### src/rtl/hawk_burst_wr_mngr_pkg.sv
// Shared op encoding, FSM states and command control record for the burst write manager.
package hacd_pkg;

    typedef enum logic {
        OP_DATA    = 1'b0,
        OP_MD_ONLY = 1'b1
    } op_e;

    typedef enum logic [2:0] {
        ST_IDLE,
        ST_DATA,
        ST_MD,
        ST_DRAIN,
        ST_DONE
    } state_e;

    typedef struct packed {
        op_e  op;
        logic md_en;
    } cmd_ctl_t;

endpackage

### src/rtl/hawk_burst_wr_mngr_if.sv
// Command, line-data, write-request and status signals of the burst write manager.
interface hawk_burst_wr_mngr_if #(
    parameter int ADDR_W     = 64,
    parameter int LINE_BYTES = 64,
    parameter int MAX_LINES  = 64,
    parameter int MD_BYTES   = 50,
    parameter int PTR_BYTES  = 12
);
    localparam int NL_W = $clog2(MAX_LINES + 1);

    logic                    cmd_valid_i;
    logic                    cmd_ready_o;
    logic                    cmd_op_i;
    logic [ADDR_W-1:0]       cmd_addr_i;
    logic [NL_W-1:0]         cmd_nlines_i;
    logic                    cmd_md_en_i;
    logic [ADDR_W-1:0]       cmd_md_addr_i;
    logic [MD_BYTES*8-1:0]   cmd_md_i;
    logic [PTR_BYTES*8-1:0]  cmd_ptrs_i;
    logic                    dat_valid_i;
    logic                    dat_ready_o;
    logic [LINE_BYTES*8-1:0] dat_i;
    logic                    wr_valid_o;
    logic                    wr_ready_i;
    logic [ADDR_W-1:0]       wr_addr_o;
    logic [LINE_BYTES*8-1:0] wr_data_o;
    logic [LINE_BYTES-1:0]   wr_strb_o;
    logic                    wr_resp_i;
    logic                    busy_o;
    logic                    done_o;
    logic                    err_o;

    modport slave (
        input  cmd_valid_i, cmd_op_i, cmd_addr_i, cmd_nlines_i, cmd_md_en_i,
               cmd_md_addr_i, cmd_md_i, cmd_ptrs_i, dat_valid_i, dat_i,
               wr_ready_i, wr_resp_i,
        output cmd_ready_o, dat_ready_o, wr_valid_o, wr_addr_o, wr_data_o,
               wr_strb_o, busy_o, done_o, err_o
    );

    modport master (
        output cmd_valid_i, cmd_op_i, cmd_addr_i, cmd_nlines_i, cmd_md_en_i,
               cmd_md_addr_i, cmd_md_i, cmd_ptrs_i, dat_valid_i, dat_i,
               wr_ready_i, wr_resp_i,
        input  cmd_ready_o, dat_ready_o, wr_valid_o, wr_addr_o, wr_data_o,
               wr_strb_o, busy_o, done_o, err_o
    );

endinterface

### src/rtl/hawk_burst_wr_mngr_outreg.sv
// Single-entry write-request register: a load is visible next cycle and held until i_rdy;
// o_free lets a new beat be loaded in the same cycle the current one drains.
module hawk_wr_outreg #(
    parameter int ADDR_W     = 64,
    parameter int LINE_BYTES = 64
) (
    input  logic                    clk_i,
    input  logic                    rst_i,
    input  logic                    i_load,
    input  logic [ADDR_W-1:0]       i_addr,
    input  logic [LINE_BYTES*8-1:0] i_data,
    input  logic [LINE_BYTES-1:0]   i_strb,
    input  logic                    i_rdy,
    output logic                    o_vld,
    output logic [ADDR_W-1:0]       o_addr,
    output logic [LINE_BYTES*8-1:0] o_data,
    output logic [LINE_BYTES-1:0]   o_strb,
    output logic                    o_free
);
    logic                    r_vld;
    logic [ADDR_W-1:0]       r_addr;
    logic [LINE_BYTES*8-1:0] r_data;
    logic [LINE_BYTES-1:0]   r_strb;

    assign o_free = !r_vld || i_rdy;
    assign o_vld  = r_vld;
    assign o_addr = r_addr;
    assign o_data = r_data;
    assign o_strb = r_strb;

    always_ff @(posedge clk_i or posedge rst_i) begin
        if (rst_i) begin
            r_vld  <= 1'b0;
            r_addr <= '0;
            r_data <= '0;
            r_strb <= '0;
        end else if (i_load) begin
            r_vld  <= 1'b1;
            r_addr <= i_addr;
            r_data <= i_data;
            r_strb <= i_strb;
        end else if (i_rdy) begin
            r_vld  <= 1'b0;
        end
    end

endmodule

### src/rtl/hawk_burst_wr_mngr.sv
// Turns a command into line writes plus an optional metadata write, then waits for all
// responses before pulsing done_o; streams 1 beat/cycle, stalls on wr_ready_i backpressure.
module hawk_burst_wr_mngr
    import hacd_pkg::*;
#(
    parameter int ADDR_W     = 64,
    parameter int LINE_BYTES = 64,
    parameter int MAX_LINES  = 64,
    parameter int MD_BYTES   = 50,
    parameter int PTR_BYTES  = 12
) (
    input  logic                clk_i,
    input  logic                rst_i,
    hawk_burst_wr_mngr_if.slave bus
);
    localparam int NL_W     = $clog2(MAX_LINES + 1);
    localparam int OUT_W    = $clog2(MAX_LINES + 2);
    localparam int LB_W     = $clog2(LINE_BYTES);
    localparam int MP_BYTES = MD_BYTES + PTR_BYTES;

    typedef struct packed {
        cmd_ctl_t                ctl;
        logic [ADDR_W-1:0]       md_addr;
        logic [MD_BYTES*8-1:0]   md;
        logic [PTR_BYTES*8-1:0]  ptrs;
    } cmd_pkt_t;

    typedef struct packed {
        logic [ADDR_W-1:0]       addr;
        logic [LINE_BYTES*8-1:0] data;
        logic [LINE_BYTES-1:0]   strb;
    } wr_pkt_t;

    state_e            r_state;
    cmd_pkt_t          r_cmd;
    logic [NL_W-1:0]   r_lines_left;
    logic [ADDR_W-1:0] r_line_addr;
    logic [OUT_W-1:0]  r_outstanding;
    logic              r_done;
    logic              r_err;

    logic    w_free, w_wr_vld, w_dat_hs, w_md_load, w_load;
    logic    w_wr_hs, w_resp_cnt, w_resp_err, w_drained;
    wr_pkt_t w_md_pkt, w_in_pkt;

    assign bus.cmd_ready_o = (r_state == ST_IDLE);
    assign bus.busy_o      = (r_state != ST_IDLE);
    assign bus.done_o      = r_done;
    assign bus.err_o       = r_err;
    assign bus.wr_valid_o  = w_wr_vld;
    assign bus.dat_ready_o = (r_state == ST_DATA) && (r_lines_left != '0) && w_free;

    assign w_dat_hs   = bus.dat_ready_o && bus.dat_valid_i;
    assign w_md_load  = (r_state == ST_MD) && w_free;
    assign w_load     = w_dat_hs || w_md_load;
    assign w_wr_hs    = w_wr_vld && bus.wr_ready_i;
    // A response with nothing outstanding is a protocol error and must not underflow the count.
    assign w_resp_cnt = bus.wr_resp_i && (r_outstanding != '0);
    assign w_resp_err = bus.wr_resp_i && (r_outstanding == '0);
    assign w_drained  = !w_wr_vld &&
                        ((r_outstanding == '0) || ((r_outstanding == OUT_W'(1)) && w_resp_cnt));

    // MD_ONLY leaves the pointer bytes unstrobed so the existing pointers survive.
    always_comb begin
        w_md_pkt      = '0;
        w_md_pkt.addr = r_cmd.md_addr;
        w_md_pkt.data[MP_BYTES*8-1:0] = {r_cmd.md, r_cmd.ptrs};
        for (int i = 0; i < LINE_BYTES; i++) begin
            w_md_pkt.strb[i] = (i < MP_BYTES) && ((r_cmd.ctl.op == OP_DATA) || (i >= PTR_BYTES));
        end
    end

    always_comb begin
        w_in_pkt = w_md_pkt;
        if (r_state == ST_DATA) begin
            w_in_pkt.addr = r_line_addr;
            w_in_pkt.data = bus.dat_i;
            w_in_pkt.strb = '1;
        end
    end

    hawk_wr_outreg #(
        .ADDR_W     (ADDR_W),
        .LINE_BYTES (LINE_BYTES)
    ) u_outreg (
        .clk_i  (clk_i),
        .rst_i  (rst_i),
        .i_load (w_load),
        .i_addr (w_in_pkt.addr),
        .i_data (w_in_pkt.data),
        .i_strb (w_in_pkt.strb),
        .i_rdy  (bus.wr_ready_i),
        .o_vld  (w_wr_vld),
        .o_addr (bus.wr_addr_o),
        .o_data (bus.wr_data_o),
        .o_strb (bus.wr_strb_o),
        .o_free (w_free)
    );

    always_ff @(posedge clk_i or posedge rst_i) begin
        if (rst_i) begin
            r_state       <= ST_IDLE;
            r_cmd         <= '0;
            r_lines_left  <= '0;
            r_line_addr   <= '0;
            r_outstanding <= '0;
            r_done        <= 1'b0;
            r_err         <= 1'b0;
        end else begin
            r_done <= 1'b0;
            if (w_resp_err) r_err <= 1'b1;

            case ({w_wr_hs, w_resp_cnt})
                2'b10:   r_outstanding <= r_outstanding + OUT_W'(1);
                2'b01:   r_outstanding <= r_outstanding - OUT_W'(1);
                default: r_outstanding <= r_outstanding;
            endcase

            case (r_state)
                ST_IDLE: begin
                    if (bus.cmd_valid_i) begin
                        r_cmd.ctl.op    <= op_e'(bus.cmd_op_i);
                        r_cmd.ctl.md_en <= bus.cmd_md_en_i;
                        r_cmd.md_addr   <= bus.cmd_md_addr_i;
                        r_cmd.md        <= bus.cmd_md_i;
                        r_cmd.ptrs      <= bus.cmd_ptrs_i;
                        r_lines_left    <= bus.cmd_nlines_i;
                        r_line_addr     <= {bus.cmd_addr_i[ADDR_W-1:LB_W], {LB_W{1'b0}}};
                        if ((op_e'(bus.cmd_op_i) == OP_DATA) && (bus.cmd_nlines_i != '0))
                            r_state <= ST_DATA;
                        else if ((op_e'(bus.cmd_op_i) == OP_MD_ONLY) || bus.cmd_md_en_i)
                            r_state <= ST_MD;
                        else
                            r_state <= ST_DRAIN;
                    end
                end
                ST_DATA: begin
                    if (w_dat_hs) begin
                        r_lines_left <= r_lines_left - NL_W'(1);
                        r_line_addr  <= r_line_addr + ADDR_W'(LINE_BYTES);
                        if (r_lines_left == NL_W'(1))
                            r_state <= r_cmd.ctl.md_en ? ST_MD : ST_DRAIN;
                    end
                end
                ST_MD: begin
                    if (w_free) r_state <= ST_DRAIN;
                end
                ST_DRAIN: begin
                    if (w_drained) begin
                        r_state <= ST_DONE;
                        r_done  <= 1'b1;
                    end
                end
                ST_DONE: r_state <= ST_IDLE;
                default: r_state <= ST_IDLE;
            endcase
        end
    end

endmodule

### src/flat_wrapper.sv
// flat-port wrapper written by rule: the top's interface ports become plain ports
module hawk_burst_wr_mngr_flat import hacd_pkg::*;
#(
    parameter int ADDR_W     = 64,
    parameter int LINE_BYTES = 64,
    parameter int MAX_LINES  = 64,
    parameter int MD_BYTES   = 50,
    parameter int PTR_BYTES  = 12
)
  (clk_i, rst_i, bus_cmd_valid_i, bus_cmd_op_i, bus_cmd_addr_i, bus_cmd_nlines_i, bus_cmd_md_en_i, bus_cmd_md_addr_i, bus_cmd_md_i, bus_cmd_ptrs_i, bus_dat_valid_i, bus_dat_i, bus_wr_ready_i, bus_wr_resp_i, bus_cmd_ready_o, bus_dat_ready_o, bus_wr_valid_o, bus_wr_addr_o, bus_wr_data_o, bus_wr_strb_o, bus_busy_o, bus_done_o, bus_err_o);
  hawk_burst_wr_mngr_if #(.ADDR_W(ADDR_W), .LINE_BYTES(LINE_BYTES), .MAX_LINES(MAX_LINES), .MD_BYTES(MD_BYTES), .PTR_BYTES(PTR_BYTES)) bus_i ();
  input  logic clk_i;
  input  logic rst_i;
  input wire logic [$bits(bus_i.cmd_valid_i)-1:0] bus_cmd_valid_i;
  input wire logic [$bits(bus_i.cmd_op_i)-1:0] bus_cmd_op_i;
  input wire logic [$bits(bus_i.cmd_addr_i)-1:0] bus_cmd_addr_i;
  input wire logic [$bits(bus_i.cmd_nlines_i)-1:0] bus_cmd_nlines_i;
  input wire logic [$bits(bus_i.cmd_md_en_i)-1:0] bus_cmd_md_en_i;
  input wire logic [$bits(bus_i.cmd_md_addr_i)-1:0] bus_cmd_md_addr_i;
  input wire logic [$bits(bus_i.cmd_md_i)-1:0] bus_cmd_md_i;
  input wire logic [$bits(bus_i.cmd_ptrs_i)-1:0] bus_cmd_ptrs_i;
  input wire logic [$bits(bus_i.dat_valid_i)-1:0] bus_dat_valid_i;
  input wire logic [$bits(bus_i.dat_i)-1:0] bus_dat_i;
  input wire logic [$bits(bus_i.wr_ready_i)-1:0] bus_wr_ready_i;
  input wire logic [$bits(bus_i.wr_resp_i)-1:0] bus_wr_resp_i;
  output wire logic [$bits(bus_i.cmd_ready_o)-1:0] bus_cmd_ready_o;
  output wire logic [$bits(bus_i.dat_ready_o)-1:0] bus_dat_ready_o;
  output wire logic [$bits(bus_i.wr_valid_o)-1:0] bus_wr_valid_o;
  output wire logic [$bits(bus_i.wr_addr_o)-1:0] bus_wr_addr_o;
  output wire logic [$bits(bus_i.wr_data_o)-1:0] bus_wr_data_o;
  output wire logic [$bits(bus_i.wr_strb_o)-1:0] bus_wr_strb_o;
  output wire logic [$bits(bus_i.busy_o)-1:0] bus_busy_o;
  output wire logic [$bits(bus_i.done_o)-1:0] bus_done_o;
  output wire logic [$bits(bus_i.err_o)-1:0] bus_err_o;
  assign bus_i.cmd_valid_i = bus_cmd_valid_i;
  assign bus_i.cmd_op_i = bus_cmd_op_i;
  assign bus_i.cmd_addr_i = bus_cmd_addr_i;
  assign bus_i.cmd_nlines_i = bus_cmd_nlines_i;
  assign bus_i.cmd_md_en_i = bus_cmd_md_en_i;
  assign bus_i.cmd_md_addr_i = bus_cmd_md_addr_i;
  assign bus_i.cmd_md_i = bus_cmd_md_i;
  assign bus_i.cmd_ptrs_i = bus_cmd_ptrs_i;
  assign bus_i.dat_valid_i = bus_dat_valid_i;
  assign bus_i.dat_i = bus_dat_i;
  assign bus_i.wr_ready_i = bus_wr_ready_i;
  assign bus_i.wr_resp_i = bus_wr_resp_i;
  assign bus_cmd_ready_o = bus_i.cmd_ready_o;
  assign bus_dat_ready_o = bus_i.dat_ready_o;
  assign bus_wr_valid_o = bus_i.wr_valid_o;
  assign bus_wr_addr_o = bus_i.wr_addr_o;
  assign bus_wr_data_o = bus_i.wr_data_o;
  assign bus_wr_strb_o = bus_i.wr_strb_o;
  assign bus_busy_o = bus_i.busy_o;
  assign bus_done_o = bus_i.done_o;
  assign bus_err_o = bus_i.err_o;
  hawk_burst_wr_mngr #(.ADDR_W(ADDR_W), .LINE_BYTES(LINE_BYTES), .MAX_LINES(MAX_LINES), .MD_BYTES(MD_BYTES), .PTR_BYTES(PTR_BYTES)) u_core (.clk_i(clk_i), .rst_i(rst_i), .bus(bus_i));
endmodule
### config.mk
export PLATFORM = sky130hd
export DESIGN_NAME = hawk_burst_wr_mngr_flat
export DESIGN_NICKNAME = d
export VERILOG_FILES = /design/src/rtl/hawk_burst_wr_mngr_pkg.sv /design/src/rtl/hawk_burst_wr_mngr_if.sv /design/src/rtl/hawk_burst_wr_mngr_outreg.sv /design/src/rtl/hawk_burst_wr_mngr.sv /design/src/flat_wrapper.sv
export SDC_FILE = /design/constraint.sdc
export NUM_CORES = 2
export LEC_CHECK = 0
export ABC_CLOCK_PERIOD_IN_PS = 49100
export BUFFER_PORTS_ARGS = -buffer_cell sky130_fd_sc_hd__buf_4
export CORE_AREA = 10 10 701 703
export DETAILED_ROUTE_END_ITERATION = 12
export DIE_AREA = 0 0 711 713
export GPL_TIMING_DRIVEN = 0
export PLACE_DENSITY = 0.3
export SETUP_SLACK_MARGIN = 0.3
export SLEW_MARGIN = 5
export SYNTH_ARGS = -nofsm -noshare
export SYNTH_HDL_FRONTEND = slang
export SYNTH_SLANG_ARGS = --single-unit
### constraint.sdc
create_clock -name clk_i -period 49.1 [get_ports clk_i]
set_input_delay 2.455 -clock clk_i [delete_from_list [all_inputs] [get_ports clk_i]]
set_output_delay 2.455 -clock clk_i [all_outputs]
set_load 0.005 [all_outputs]
**Yosys cells after proc, flatten, opt, wreduce, memory -nomap -nowiden**

Cells that the tools add are included.

- Latch bits: 0
- Register bits after elaboration: 1,286
- Output and inout port bits: 646
- ROM bits: 0
- Memories: 0
- Bits in writable memories: 0

- Muxes and demuxes: 21
- Div/mod/pow operators: 0
- $add $sub $neg: 4
- Shift-type cells: 0
- $mul: 0
- Order comparisons: 0
- Reductions and logical operators: 27
- Bitwise operators: 2
- Eq/ne operators: 12

Operators with widths:

| kind | number |
|---|---|
| 640-bit two-way mux | 1 |
| 64-bit two-way mux | 2 |
| 64-bit one-hot mux with 2 select lines | 1 |
| 64-bit by 7-bit adder with 64-bit output, second input constant | 1 |
| 7-bit one-hot mux with 2 select lines | 2 |
| 7-bit nonzero test | 3 |
| 3-bit two-way mux | 6 |
| 7-bit by 1-bit equality test with 1-bit output, second input constant | 2 |
| 7-bit two-way mux | 2 |
| 7-bit by 1-bit subtractor with 7-bit output, second input constant | 2 |
| 3-bit one-hot mux with 4 select lines | 1 |
| 1-bit logical AND | 10 |
| 7-bit by 1-bit adder with 7-bit output, second input constant | 1 |
| 7-bit zero test | 1 |
| 3-bit by 2-bit equality test with 1-bit output, second input constant | 2 |
| 1-bit two-way mux | 6 |
| 2-bit by 1-bit inequality test with 1-bit output, second input constant | 3 |
| 2-bit nonzero test | 3 |
| 5-bit AND reduction | 1 |
| 1-bit logical OR | 4 |
| 2-bit inequality test, second input constant | 2 |
| 3-bit by 1-bit equality test with 1-bit output, second input constant | 1 |
| 3-bit zero test | 1 |
| 3-bit AND reduction | 1 |
| other kinds (6) | 7 |

**Logic depth before layout (Yosys ltp)**

- Depth after elaboration: 7
- Gate-level depth with buffers: 11

**Modules after synthesis**

From an unflattened synthesis, not the netlist that was laid out.

- Cells, all modules: 6,154
- Area total of the unflattened synthesis: 57,005.9 sq um

Modules (own cells, without submodules):

| module | sequential area each (sq um) | times used | area an instance (sq um) | cells each |
|---|---|---|---|---|
| hawk_burst_wr_mngr | 15,990.3 | 1 | 33,046.7 | 4,799 |
| hawk_wr_outreg | 16,040.4 | 1 | 23,959.2 | 1,355 |

**Worst setup path before layout**

No wires, ideal clock.

- Path type: input to output
- Start point: in bus_wr_ready_i
- End point: out bus_dat_ready_o
- Setup slack: 43.824 ns
- Buffers on the path: 0
- Arrival: 2.821 ns
- Stages on the path: 2
- Path through: nor2b_1 > a211oi_1

- Longest elaborated chain between the ends: 2

RTL lines:

| item | line | source |
|---|---|---|
| start: declaration | flat_wrapper.sv:24 | `input wire logic [$bits(bus_i.wr_ready_i)-1:0] bus_wr_ready_i;` |
| 1-bit logical OR | hawk_burst_wr_mngr_outreg.sv:25 | `assign o_free = !r_vld \|\| i_rdy;` |
| 1-bit logical AND | hawk_burst_wr_mngr.sv:51 | `assign bus.dat_ready_o = (r_state == ST_DATA) && (r_lines_left != '0) && w_free;` |
| end: declaration | flat_wrapper.sv:27 | `output wire logic [$bits(bus_i.dat_ready_o)-1:0] bus_dat_ready_o;` |

Every way passes these cells.

**Final worst setup path**

- Start point: reg u_core.r_state[0]
- End point: out bus_dat_ready_o

- Longest elaborated chain between the ends: 3

RTL lines:

| item | line | source |
|---|---|---|
| start: declaration | hawk_burst_wr_mngr.sv:34 | `state_e r_state;` |
| start signal: assignment | hawk_burst_wr_mngr.sv:142 | `r_state <= r_cmd.ctl.md_en ? ST_MD : ST_DRAIN;` |
| 3-bit by 1-bit equality test with 1-bit output | hawk_burst_wr_mngr.sv:51 |  |
| 1-bit logical AND (2 in a row) | hawk_burst_wr_mngr.sv:51 |  |

Every way passes these cells.

==> summary.md <==
| Metric | Value |
|---|---|
| EDFF count, synth | `0` |
| Mapped Cells | `6146` |
| I/O pin cnt | `1797` |
| Clk root buf | `clkbuf_16` |
| Drt pass-1 iters | `9` |
| Starting Density | `10.9%` |
| Slew margin rel. | `11.4%` |
| Post-route clock skew | `0.0744 ns` |
| Chip Height | `713 microns` |
| Wire per inst | `30.4 microns` |
| First-pass GRT wire length | `576000 microns` |
| Max-slew violations | `0` |
| VDD IR max | `0.0284 mV` |
| Critical path capture point type | `output port` |
| Synth Flop Type | `dfrtp_1` |
| H-tree level count | `4` |
| Worst-path fanout max | `10` |
| Crit start category | `flop` |
| P_sw | `0.00269 W` |
| DP HPWL | `381000 microns` |
| Final Cycle Share | `12.8%` |
| Vias in the first global route | `55700` |
| DR vias/cell | `3.62` |
| Most common cell in the netlist | `nand2_1` |
| Post-synthesis sequential area ratio | `58.5%` |
| Largest net degree at the start of global routing | `109` |
| Total wire length | `448000 microns` |
| Highest achievable clock rate | `0.159 GHz` |
| Global route total overflow | `0` |
| CP Class | `reg -> out` |
| IO buf count | `1790` |
| GP Congestion | `0.874` |
| Clock Path Buffers | `4` |
| Slew at the pin closest to its max-slew limit | `1.33 ns` |
| Worst-path clk slew | `0.06 ns` |
| Fin nets | `9289` |
| Worst Path Required | `46.65 ns` |
| Worst-Skew Late Latency | `0.88 ns` |
| CTS resizes | `0` |
| Fraction of layout cells with a size suffix above 1 | `28.4%` |
| CTS tree | `built` |
| Reg power frac | `32.4%` |
| Yosys cell types | `64` |
| P_int | `0.00316 W` |
| Unrepaired setup endpoints after global routing | `no` |
| Die ar. | `507000 sq um` |
| WP data arrival | `3.84 ns` |
| Area leader, netlist | `dfrtp_1` |
| Min-delay worst type | `reg -> reg` |
| Yosys warnings | `0` |
| CTS Buf Count | `173` |
| Leak pwr | `37.1 nW` |
| Post-synth top cells | `nand2_1, dfrtp_1, nor2_1` |
| Row count | `254` |
| FFs w/ async S/R, synth | `100%` |
| PD cells | `73.0 nW/um^2` |
| Total GRT Usage | `16.9%` |
| Final WS setup | `42.81 ns` |
| Filler cells | `54300` |
| Post-synthesis average cell area | `8.48 sq um` |
| DRT iter0 DRCs | `3491` |
| Via count | `53200` |
| Die Wd | `711 microns` |
| Share of the synthesized area in the top cell type | `58.5%` |
| Yosys reg bits | `1219` |
| Net Count, Synth | `7305` |
| # hold bufs at CTS | `0` |
| Total of max-cap violations | `0` |
| DRC Markers | `0` |
| Initial antenna violation count | `134` |
| Combinational Power Share | `44.9%` |
| Fin crit period | `6.29 ns` |
| Placeable Area | `477000 sq um` |
| Mapped cell area | `52100 sq um` |
| Synth top area cells | `dfrtp_1, nand2_1, a31oi_1, nor2_1, clkbuf_1` |
| Clock group share of total power | `22.7%` |
| Setup slack at placement | `42.88 ns` |
| CTS sink cnt | `1219` |
| Synthesis-to-finish area growth | `53.6%` |
| Final hold vios | `0` |
| Final ANT Viol Nets | `0` |
| Status | `completed` |
| Final setup viols | `0` |
| Final Power | `0.00585 W` |
| Total setup buffers inserted after CTS | `0` |
| Switch share | `45.9%` |
==> state kept, by name, indices dropped and copies added (netlist names) <==
name,cells
u_core.bus.done_o,1
u_core.r_lines_left,7
u_core.r_cmd,562
u_core.bus.err_o,1
u_core.r_line_addr,58
u_core.r_outstanding,7
u_core.u_outreg.o_strb,3
u_core.u_outreg.o_addr,64
u_core.u_outreg.o_data,512
u_core.u_outreg.o_vld,1
u_core.r_state,3
==> power groups by stage <==
stage / combinational [W] / sequential (W) / clock [W]
CTS: 0.00277 / 0.00190 / 0.00137
detailed placement: 0.00276 / 0.00191 / 0
global placement: 0.00274 / 0.00191 / 0
floorplan: 0.00107 / 0.00178 / 0
finish: 0.00263 / 0.00189 / 0.00133
global route: 0.00290 / 0.00195 / 0.00141
==> layout by cell type, fill, tap and decap left out, types with 6 or more instances in the layout <==
cell type / netlist / routed
nand2_1: 2863 / 2863
buf_4: 73 / 1864
dfrtp_1: 1219 / 1218
nor2_1: 607 / 607
a31oi_1: 562 / 562
clkbuf_1: 242 / 266
clkbuf_16: 0 / 175
buf_2: 138 / 137
a21oi_1: 73 / 73
diode_2: 0 / 44
o21ai_0: 42 / 42
clkbuf_8: 0 / 41
nand3_1: 39 / 39
o22ai_1: 27 / 27
nor3_1: 24 / 24
clkinv_2: 0 / 22
buf_6: 21 / 21
nand4_1: 21 / 21
a22o_1: 17 / 17
buf_16: 0 / 17
clkbuf_2: 1 / 14
bufinv_16: 0 / 13
and2_1: 12 / 12
and4_1: 12 / 12
buf_1: 10 / 10
inv_1: 11 / 10
or3_1: 9 / 9
nor4_1: 8 / 8
and3_1: 8 / 8
ha_1: 8 / 8
a21o_1: 7 / 7
o22a_1: 7 / 7
nor2b_1: 6 / 6
a311oi_1: 6 / 6
a2bb2oi_1: 6 / 6
==> critical path, cell delays in order, from the launching register on <==
cell	delay (ns)
dfrtp_1	0.35
buf_4	0.17
or3b_1	0.16
buf_2	0.47
clkbuf_1	0.87
clkbuf_1	0.61
a211oi_1	0.12
buf_4	0.20
==> area by class of cell <==
type | instances | area [sq um] | share of cell area (%)
clock inverter | 52 | 741 | 0.925
buffer | 485 | 2450 | 3.06
inverter | 11 | 48.8 | 0.0609
antenna | 44 | 110 | 0.138
clock buffer | 255 | 5090 | 6.36
tap | 6400 | 8010 | 10.0
sequential | 1219 | 30500 | 38.1
multi-input combinational | 4431 | 19200 | 23.9
timing repair buffer | 1809 | 13900 | 17.4
==> metrics by stage <==
| stage | instances | hold WS, ns | util [%] | setup TNS, ns | cell area, sq um |
|---|---|---|---|---|---|
| detailed placement | 14400 | 0.462 | 15.5 | 0 | 74100 |
| floorplan | 6146 | 0.427 | - | 0 | 52100 |
| finish | 14700 | 0.466 | 16.8 | 0 | 80100 |
| CTS | 14700 | 0.474 | 16.8 | 0 | 80000 |
| global route | 14700 | 0.485 | 16.8 | 0 | 80000 |
| global placement | 14300 | 0.450 | 15.4 | -8039.07 | 73600 |
==> path summary, 6_finish.rpt <==
check,slack (ns),end,cells after the start,from
worst max-delay path,42.81,bus_dat_ready_o,7,u_core.r_state[0]$_DFFE_PP0P_
worst min-delay path,0.47,u_core.bus.err_o$_DFFE_PP0P_,1,u_core.bus.err_o$_DFFE_PP0P_
worst max register to register,44.46,u_core.u_outreg.o_data[378]$_DFFE_PP0P_,8,u_core.r_state[1]$_DFFE_PP0P_
worst min register to register,0.47,u_core.bus.err_o$_DFFE_PP0P_,1,u_core.bus.err_o$_DFFE_PP0P_
max in group asynchronous,44.02,u_core.u_outreg.o_data[113]$_DFFE_PP0P_,8,rst_i
min in group asynchronous,1.65,u_core.u_outreg.o_data[210]$_DFFE_PP0P_,2,rst_i
==> routing by layer <==
metal,global-route usage (%),part of all wire [%],up-vias
li1,-,-,24000
met1,18.3,37,26800
met2,31.0,52,1948
met3,5.54,7.8,442
met4,5.06,3.4,56
met5,0,0.082,-
==> cell families after synthesis <==
kind of cell             Yosys count  synth area share [%]
AO/OA/AOI/OAI                    777                  9.36
XOR/XNOR                           7                 0.118
adder cells (fa/ha/maj)            8                 0.192
buffers and inverters            496                  4.73
flip-flops                      1219                  58.5
multiplexers                       1                0.0192
AND/OR/NAND/NOR                 3638                  27.1
Note: power is estimated with default switching activity, not from simulation.
